--- src/rtl/cond_flag_if.sv ---
// Execute/decode-side bundle for the condition-flag unit: AU/ALU result
// capture, flag-writer issue tracking and the branch-resolution handshake.
interface cond_flag_if;
    logic        issue_flag_wr;
    logic        alu_valid;
    logic [3:0]  alu_cmd;
    logic [15:0] alu_result;
    logic        alu_v;
    logic        alu_n;
    logic        br_req;
    logic [2:0]  br_cond;
    logic        br_ack;
    logic        br_taken;
    logic [2:0]  flags;
    logic        stall;
    logic        pend_err;

    // Execute/decode side: produces results and branch requests.
    modport master (
        output issue_flag_wr, alu_valid, alu_cmd, alu_result, alu_v, alu_n,
        output br_req, br_cond,
        input  br_ack, br_taken, flags, stall, pend_err
    );

    // Flag unit side: consumes results, answers branch requests.
    modport slave (
        input  issue_flag_wr, alu_valid, alu_cmd, alu_result, alu_v, alu_n,
        input  br_req, br_cond,
        output br_ack, br_taken, flags, stall, pend_err
    );
endinterface

--- src/rtl/cond_flag_unit.sv ---
// Architectural {Z,V,N} flag register with in-flight flag-writer tracking and
// a req/ack conditional-branch resolver that waits for all older writers.
module cond_flag_unit #(
    parameter int unsigned MAX_PENDING = 3,
    parameter int unsigned PEND_W      = 2
) (
    input  logic      clk,
    input  logic      rst_n,
    cond_flag_if.slave bus
);

    localparam logic [3:0] OP_ADD    = 4'b0000;
    localparam logic [3:0] OP_AND    = 4'b0001;
    localparam logic [3:0] OP_SUB    = 4'b0010;
    localparam logic [3:0] OP_NOR    = 4'b0011;
    localparam logic [3:0] OP_SLL    = 4'b0100;
    localparam logic [3:0] OP_SRL    = 4'b0101;
    localparam logic [3:0] OP_SRA    = 4'b0110;
    localparam logic [3:0] OP_PADDSB = 4'b1000;

    localparam logic [2:0] CC_NEQ    = 3'b000;
    localparam logic [2:0] CC_EQ     = 3'b001;
    localparam logic [2:0] CC_GT     = 3'b010;
    localparam logic [2:0] CC_LT     = 3'b011;
    localparam logic [2:0] CC_GTE    = 3'b100;
    localparam logic [2:0] CC_LTE    = 3'b101;
    localparam logic [2:0] CC_OVFL   = 3'b110;
    localparam logic [2:0] CC_UNCOND = 3'b111;

    localparam logic [PEND_W-1:0] PEND_MAX = PEND_W'(MAX_PENDING);

    typedef enum logic [1:0] {
        IDLE = 2'b00,
        WAIT = 2'b01,
        RESP = 2'b10
    } br_state_e;

    // Flag register split so each bit can hold independently.
    logic              z_q, z_d;
    logic              v_q, v_d;
    logic              n_q, n_d;
    logic [PEND_W-1:0] pending_q, pending_d;
    logic              pend_err_q, pend_err_d;
    br_state_e         state_q, state_d;
    logic              br_ack_q, br_ack_d;
    logic              br_taken_q, br_taken_d;

    logic wr_zvn;
    logic wr_z_only;
    logic wr_now;
    logic clear;
    logic cond_true;

    // Classify the valid result's opcode by which flags it writes.
    always_comb begin
        wr_zvn    = 1'b0;
        wr_z_only = 1'b0;
        case (bus.alu_cmd)
            OP_ADD, OP_SUB:                     wr_zvn    = 1'b1;
            OP_PADDSB, OP_AND, OP_NOR,
            OP_SLL, OP_SRL, OP_SRA:             wr_z_only = 1'b1;
            default: begin
                wr_zvn    = 1'b0;
                wr_z_only = 1'b0;
            end
        endcase
        wr_now = bus.alu_valid & (wr_zvn | wr_z_only);
    end

    // Next flag values: Z from every writer, V/N only from ADD/SUB.
    always_comb begin
        z_d = z_q;
        v_d = v_q;
        n_d = n_q;
        if (wr_now) begin
            z_d = (bus.alu_result == 16'h0000);
            if (wr_zvn) begin
                v_d = bus.alu_v;
                n_d = bus.alu_n;
            end
        end
    end

    // In-flight writer count; saturating at both ends with a sticky error.
    always_comb begin
        pending_d  = pending_q;
        pend_err_d = pend_err_q;
        if (bus.issue_flag_wr && !wr_now) begin
            if (pending_q == PEND_MAX) begin
                pend_err_d = 1'b1;
            end else begin
                pending_d = pending_q + 1'b1;
            end
        end else if (wr_now && !bus.issue_flag_wr) begin
            if (pending_q == '0) begin
                pend_err_d = 1'b1;
            end else begin
                pending_d = pending_q - 1'b1;
            end
        end
    end

    // Branches may only resolve once no flag write is outstanding or landing.
    always_comb begin
        clear = (pending_q == '0) & ~wr_now & ~bus.issue_flag_wr;
    end

    // Condition evaluation against the retired flag register.
    always_comb begin
        cond_true = 1'b0;
        case (bus.br_cond)
            CC_NEQ:    cond_true = ~z_q;
            CC_EQ:     cond_true = z_q;
            CC_GT:     cond_true = ~z_q & ~n_q;
            CC_LT:     cond_true = n_q;
            CC_GTE:    cond_true = z_q | ~n_q;
            CC_LTE:    cond_true = z_q | n_q;
            CC_OVFL:   cond_true = v_q;
            CC_UNCOND: cond_true = 1'b1;
            default:   cond_true = 1'b0;
        endcase
    end

    // Branch FSM next state; ack is asserted on entry to RESP so it is
    // registered and lasts exactly the one RESP cycle.
    always_comb begin
        state_d    = state_q;
        br_ack_d   = 1'b0;
        br_taken_d = br_taken_q;
        case (state_q)
            IDLE: begin
                if (bus.br_req) begin
                    if (clear) begin
                        state_d    = RESP;
                        br_ack_d   = 1'b1;
                        br_taken_d = cond_true;
                    end else begin
                        state_d = WAIT;
                    end
                end
            end
            WAIT: begin
                if (clear) begin
                    state_d    = RESP;
                    br_ack_d   = 1'b1;
                    br_taken_d = cond_true;
                end
            end
            RESP: begin
                state_d = IDLE;
            end
            default: begin
                state_d = IDLE;
            end
        endcase
    end

    // Flag register and pending counter.
    always_ff @(posedge clk or negedge rst_n) begin
        if (!rst_n) begin
            z_q        <= 1'b0;
            v_q        <= 1'b0;
            n_q        <= 1'b0;
            pending_q  <= '0;
            pend_err_q <= 1'b0;
        end else begin
            z_q        <= z_d;
            v_q        <= v_d;
            n_q        <= n_d;
            pending_q  <= pending_d;
            pend_err_q <= pend_err_d;
        end
    end

    // Branch FSM state and its registered outputs.
    always_ff @(posedge clk or negedge rst_n) begin
        if (!rst_n) begin
            state_q    <= IDLE;
            br_ack_q   <= 1'b0;
            br_taken_q <= 1'b0;
        end else begin
            state_q    <= state_d;
            br_ack_q   <= br_ack_d;
            br_taken_q <= br_taken_d;
        end
    end

    assign bus.flags    = {z_q, v_q, n_q};
    assign bus.br_ack   = br_ack_q;
    assign bus.br_taken = br_taken_q;
    assign bus.pend_err = pend_err_q;
    assign bus.stall    = bus.br_req & ~br_ack_q;

endmodule

--- src/flat_wrapper.sv ---
// flat-port wrapper written by rule: the top's interface ports become plain ports
module cond_flag_unit_flat 
#(
    parameter int unsigned MAX_PENDING = 3,
    parameter int unsigned PEND_W      = 2
)
  (clk, rst_n, bus_issue_flag_wr, bus_alu_valid, bus_alu_cmd, bus_alu_result, bus_alu_v, bus_alu_n, bus_br_req, bus_br_cond, bus_br_ack, bus_br_taken, bus_flags, bus_stall, bus_pend_err);
  cond_flag_if bus_i ();
  input  logic clk;
  input  logic rst_n;
  input wire logic [$bits(bus_i.issue_flag_wr)-1:0] bus_issue_flag_wr;
  input wire logic [$bits(bus_i.alu_valid)-1:0] bus_alu_valid;
  input wire logic [$bits(bus_i.alu_cmd)-1:0] bus_alu_cmd;
  input wire logic [$bits(bus_i.alu_result)-1:0] bus_alu_result;
  input wire logic [$bits(bus_i.alu_v)-1:0] bus_alu_v;
  input wire logic [$bits(bus_i.alu_n)-1:0] bus_alu_n;
  input wire logic [$bits(bus_i.br_req)-1:0] bus_br_req;
  input wire logic [$bits(bus_i.br_cond)-1:0] bus_br_cond;
  output wire logic [$bits(bus_i.br_ack)-1:0] bus_br_ack;
  output wire logic [$bits(bus_i.br_taken)-1:0] bus_br_taken;
  output wire logic [$bits(bus_i.flags)-1:0] bus_flags;
  output wire logic [$bits(bus_i.stall)-1:0] bus_stall;
  output wire logic [$bits(bus_i.pend_err)-1:0] bus_pend_err;
  assign bus_i.issue_flag_wr = bus_issue_flag_wr;
  assign bus_i.alu_valid = bus_alu_valid;
  assign bus_i.alu_cmd = bus_alu_cmd;
  assign bus_i.alu_result = bus_alu_result;
  assign bus_i.alu_v = bus_alu_v;
  assign bus_i.alu_n = bus_alu_n;
  assign bus_i.br_req = bus_br_req;
  assign bus_i.br_cond = bus_br_cond;
  assign bus_br_ack = bus_i.br_ack;
  assign bus_br_taken = bus_i.br_taken;
  assign bus_flags = bus_i.flags;
  assign bus_stall = bus_i.stall;
  assign bus_pend_err = bus_i.pend_err;
  cond_flag_unit #(.MAX_PENDING(MAX_PENDING), .PEND_W(PEND_W)) u_core (.clk(clk), .rst_n(rst_n), .bus(bus_i));
endmodule
--- config.mk ---
export PLATFORM = sky130hd
export DESIGN_NAME = cond_flag_unit_flat
export DESIGN_NICKNAME = d
export VERILOG_FILES = /design/src/rtl/cond_flag_if.sv /design/src/rtl/cond_flag_unit.sv /design/src/flat_wrapper.sv
export SDC_FILE = /design/constraint.sdc
export NUM_CORES = 1
export LEC_CHECK = 0
export ABC_AREA = 1
export ABC_CLOCK_PERIOD_IN_PS = 1600
export CAP_MARGIN = 20
export CORE_MARGIN = 1
export CORE_UTILIZATION = 40
export CTS_BUF_LIST = sky130_fd_sc_hd__clkbuf_8 sky130_fd_sc_hd__clkbuf_16
export CTS_CLUSTER_SIZE = 10
export DETAILED_ROUTE_END_ITERATION = 7
export PLACE_DENSITY = 0.83
export SYNTH_ARGS = -nofsm -noshare
export SYNTH_HDL_FRONTEND = slang
export SYNTH_SLANG_ARGS = --single-unit
--- constraint.sdc ---
create_clock -name clk -period 1.6 [get_ports clk]
set_input_delay 0.32 -clock clk [delete_from_list [all_inputs] [get_ports clk]]
set_output_delay 0.32 -clock clk [all_outputs]
set_load 0.005 [all_outputs]
Word level (Yosys, flattened, before mapping) --
Cells that the tools add are included.
Word-level totals: register bits after elaboration 10, output and inout port bits 7
Operators by class: $add $sub $neg 2, eq/ne operators 21, muxes and demuxes 21, bitwise gates (word level) 13, reductions and logical operators 19
Operator list (number):
- zero test 16 bit | 1
- two-way mux 2 bit | 7
- equality test 3 bit, second input constant | 4
- equality test 4 x 3 -> 1 bit, second input constant | 3
- two-way mux 1 bit | 10
- equality test 4 x 2 -> 1 bit, second input constant | 2
- case mux 1 bit (8 select lines) | 1
- equality test 3 x 2 -> 1 bit, second input constant | 2
- != test 2 bit, second input constant | 3
- AND reduction 2 bit | 3
- AND reduction 3 bit | 2
- nonzero test 2 bit | 3
- OR reduction 6 bit | 1
- AND 1 bit | 5
- NOT 1 bit | 5
- equality test 4 x 1 -> 1 bit, second input constant | 1
- equality test 4 bit, second input constant | 1
- zero test 2 bit | 2
- zero test 4 bit | 1
- != test 2 x 1 -> 1 bit, second input constant | 2
- case mux 1 bit (2 select lines) | 2
- case mux 2 bit (2 select lines) | 1
- equality test 3 x 1 -> 1 bit, second input constant | 1
- zero test 3 bit | 1
- 8 further kinds | 12

Logic depth before layout (Yosys ltp) --
word-level depth 11, depth in mapped cells 9, depth with buffers taken out 9

Least setup slack after synthesis --
Ideal clock, no wire load.
path kind in2reg, start point input bus_alu_cmd[2], end point register u_core.pending_q[1], library setup time 123 ps, data arrival time 1157 ps, required time 1477 ps, path slack 320 ps, stages 8, path buffers 0, cell sequence nand3_1 nand2_1 inv_2 nand2_2 inv_2 ha_1 a211oi_1 nor2_1
Between the ends: word-level cells in the longest chain between the ends 9
Ends and longest elaborated chain:
- start, declared | line flat_wrapper.sv:13 | input wire logic [$bits(bus_i.alu_cmd)-1:0] bus_alu_cmd;
- equality test 4 bit (tied with other cells) | line cond_flag_unit.sv:58 | case (bus.alu_cmd)
- OR reduction 6 bit / OR reduction 2 bit (equally long branches) | line cond_flag_unit.sv:58
- two-way mux 1 bit | line cond_flag_unit.sv:58
- OR 1 bit * | line cond_flag_unit.sv:67 | wr_now = bus.alu_valid & (wr_zvn | wr_z_only);
- AND 1 bit * | line cond_flag_unit.sv:67
- net u_core.wr_now | line cond_flag_unit.sv:50 | logic wr_now;
- zero test 1 bit | line cond_flag_unit.sv:88 | if (bus.issue_flag_wr && !wr_now) begin
- logical AND 1 bit | line cond_flag_unit.sv:88
- != test 2 bit (no line) (tied with other cells)
- AND reduction 3 bit (no line)
- end signal, assigned | line cond_flag_unit.sv:170 | pending_q <= pending_d;
- end, declared | line cond_flag_unit.sv:42 | logic [PEND_W-1:0] pending_q, pending_d;
The timed path passes the listed nets; every way through them passes the cells marked *. A chain may end at the register's enable or synchronous reset.

Worst setup path in the final report --
start point input bus_alu_cmd[1], end point register u_core.pending_q[1]
Same word-level chain as after synthesis.

==> flow_summary.yaml <==
synth:
  ys_seq_area_frac: 0.382
  synth_common_cells: "nand2_1 (24), nor2_1 (21), inv_1 (12), dfrtp_1 (10), buf_4 (3)"
  synth-seq-cells: 10
  synth_edf_count: 0
  yosysMostFrequentCell: "nand2_1"
  synth_nets: 124
  ys.flop_type: "dfrtp_1"
  synth.largest_area_cell: "dfrtp_1"
  synthCells: 92
  async_flop_share: 1.00
  syn_area_per_cell_sq_um: 7.13
  synthTopCellsByArea: "dfrtp_1 (38%), nand2_1 (14%), nor2_1 (12%)"
  synth_cell_types: 21
  yosysTopAreaCellShare: 0.382
  yosysWarnings: 0
  synth.cell_area_sq_um: 656
floorplan:
  rows: 14
  pin_count: 37
  core_sq_um: 1520
  initial_core_util: 0.430
  die_area_sq_um: 1800
  die_w_um: 42.5
  fp.dieH_um: 42.5
clocking:
  numCtsBuffers: 3
  clockBufferDepth: 2
  htreeDepth: 1
  clk_latency_ps: 230
  cts-root-buf: "clkbuf_8"
  tritoncts: "done"
  clkSlewWorstSetupHoldPaths_ps: 50
  clock_sinks: 10
timing:
  grt_setup_unrepaired: "yes"
  fmax_mhz: 657
  min_period_ps: 1520
  setup_viol: 0
  fin_crit_sh: 0.951
  report.final.slew_viol_count: 0
  worstMarginPinSlew_ps: 432
  hold_viol: 0
  relSlewSlack: 0.711
  fin_skew_ps: 3.25
worst_setup_path:
  crit_path_max_fanout: 3
  critPathSlowestCell: "clkdlybuf4s50_1"
  crit_chain: "clkdlybuf4s50_1, nand3_1, nand2_1, inv_2, nand2_2, inv_2, ha_4, inv_2, a21oi_1, nor2_1"
  cpMostUsedCell: "inv_2"
  slowest_delay_ps: 480
  cp_num_buf_inv: 4
  start_kind: "primary input"
  cp_top_family: "buffers and inverters"
  worstPathRequired_ps: 1720
  end_kind: "flip-flop"
  crit_arrival_ps: 1640
  path_class: "in2reg"
cells_and_area:
  finalNonFillerCells: 148
  fillers: 128
  multiInputGateArea_sq_um: 357
  layout-drive-gt1-share: 0.136
  final_nets: 165
  syn2layout_area_growth_pct: 71.0
  antennaDiodeCount: 0
  design_area_sq_um: 1120
  final-seq-area_sq_um: 250
route:
  wl_met3_um: 94
  vias: 712
  antenna_left: 0
  drt-initial-drc-count: 7
  routed_wl_mm: 1.47
  drt_pass1_iterations: 4
  wl_met2_um: 778
  top_layer: "met4"
  via_per_inst: 4.81
  drc: 0
  wl_met1_um: 576
  avgRoutedWirePerCell_um: 9.94
power_and_ir_drop:
  p_leak_uw: 0.000562
  p_seq_frac: 0.344
  ir_drop_uv: 361
  intPower_uw: 763
  pwr-share-comb: 0.372
  pwr-share-clk: 0.284
  p_switching_uw: 320
  switching_share: 0.295
  p_per_area_nw_per_um2: 966
placement:
  hpwl_mm: 1.25
  placedCellCount: 144
  routabilityCongestion: 0.727
  portBuffers: 36
  place_area_sq_um: 1040
global_route:
  grt_pass1_vias: 684
  grt_usage: 0.177
  grt_max_degree: 11
  antenna_found_initial: 0
  grt_pass1_wl_mm: 2.42
  overflow: 0
outcome:
  status: "finished clean"
flow_run:
  drv_cap: 0
min_path:
  hp-class: "in2async"
timing repair:
action                     in CTS  in global routing
gates cloned                    0                  0
hold buffers                    0                  0
setup endpoints to repair       1                  2
hold endpoints to repair        0                  0
pin swaps                       0                  0
resized for setup               1                  7
buffers inserted                0                  0
placed cells by master (no fill, tap or decap), types with 2 or more instances in the layout:
cell type | Yosys | routed
clkdlybuf4s50_1 | 0 | 33
nand2_1 | 24 | 24
nor2_1 | 21 | 21
inv_1 | 12 | 11
dfrtp_1 | 10 | 10
clkbuf_8 | 0 | 4
inv_2 | 2 | 3
buf_4 | 3 | 3
nand3_1 | 2 | 2
a21oi_1 | 2 | 2
nand3b_1 | 2 | 2
o21ai_1 | 2 | 2
dlymetal6s2s_1 | 0 | 2
stage by stage:
stage | setup slack [ps] | util | total power [uW] | hold WS [ps] | TNS, ps
6_report | 78.9 | 0.736 | 1080 | 396 | 0
3_5_place_dp | -243 | 0.680 | 759 | 473 | -692
2_1_floorplan | 320 | - | 582 | 24.4 | 0
5_1_grt | -1.14 | 0.736 | 1150 | 447 | -1.14
4_1_cts | 0.657 | 0.715 | 1060 | 415 | 0
3_3_place_gp | -181 | 0.680 | 737 | 462 | -489
worst paths after layout:
kind | startpoint | to | slack [ps] | cells past startpoint
setup / recovery | bus_alu_cmd[1] | u_core.pending_q[1]$_DFFE_PN0P_ | 80 | 10
hold / removal | rst_n | u_core.z_q$_DFFE_PN0P_ | 400 | 1
setup reg to reg | u_core.pending_q[0]$_DFFE_PN0P_ | u_core.bus.br_taken$_DFFE_PN0P_ | 480 | 5
hold reg to reg | u_core.bus.pend_err$_DFFE_PN0P_ | u_core.bus.pend_err$_DFFE_PN0P_ | 480 | 1
max in group asynchronous | rst_n | u_core.v_q$_DFFE_PN0P_ | 900 | 1
min in group clk | bus_alu_cmd[2] | u_core.v_q$_DFFE_PN0P_ | 460 | 4
final cells by class:
cell class	instances	area share
Timing Repair Buffer	39	0.345
Sequential cell	10	0.223
Clock buffer	4	0.0491
Multi-Input combinational cell	65	0.318
Tap cell	16	0.0179
Inverter	14	0.0469
per-layer routing:
metal  vias up  global-route usage
met2        29               0.342
met3         2              0.0431
li1        360                   -
met5         -                   0
met1       321               0.174
met4         0              0.0750
power groups by stage:
stage               Sequential, uW  Clock (uW)  Combinational [uW]
finish                         373         308                 402
global route                   378         331                 444
CTS                            370         311                 384
detailed placement             373           0                 385
global placement               367           0                 370
floorplan                      364           0                 218
cell families after synthesis:
group / after synthesis / synth area share
AND/OR/NAND/NOR: 55 / 0.393
buffers and inverters: 17 / 0.115
flip-flops: 10 / 0.382
AO/OA/AOI/OAI: 8 / 0.0725
adder cells (fa/ha/maj): 2 / 0.0382
state kept, by name, indices dropped and copies added (netlist names):
name,flops
u_core.bus.br_taken,1
u_core.bus.br_ack,1
u_core.n_q,1
u_core.v_q,1
u_core.bus.pend_err,1
u_core.state_q,2
u_core.pending_q,2
u_core.z_q,1
No activity file was read; power rests on OpenSTA's default activity.
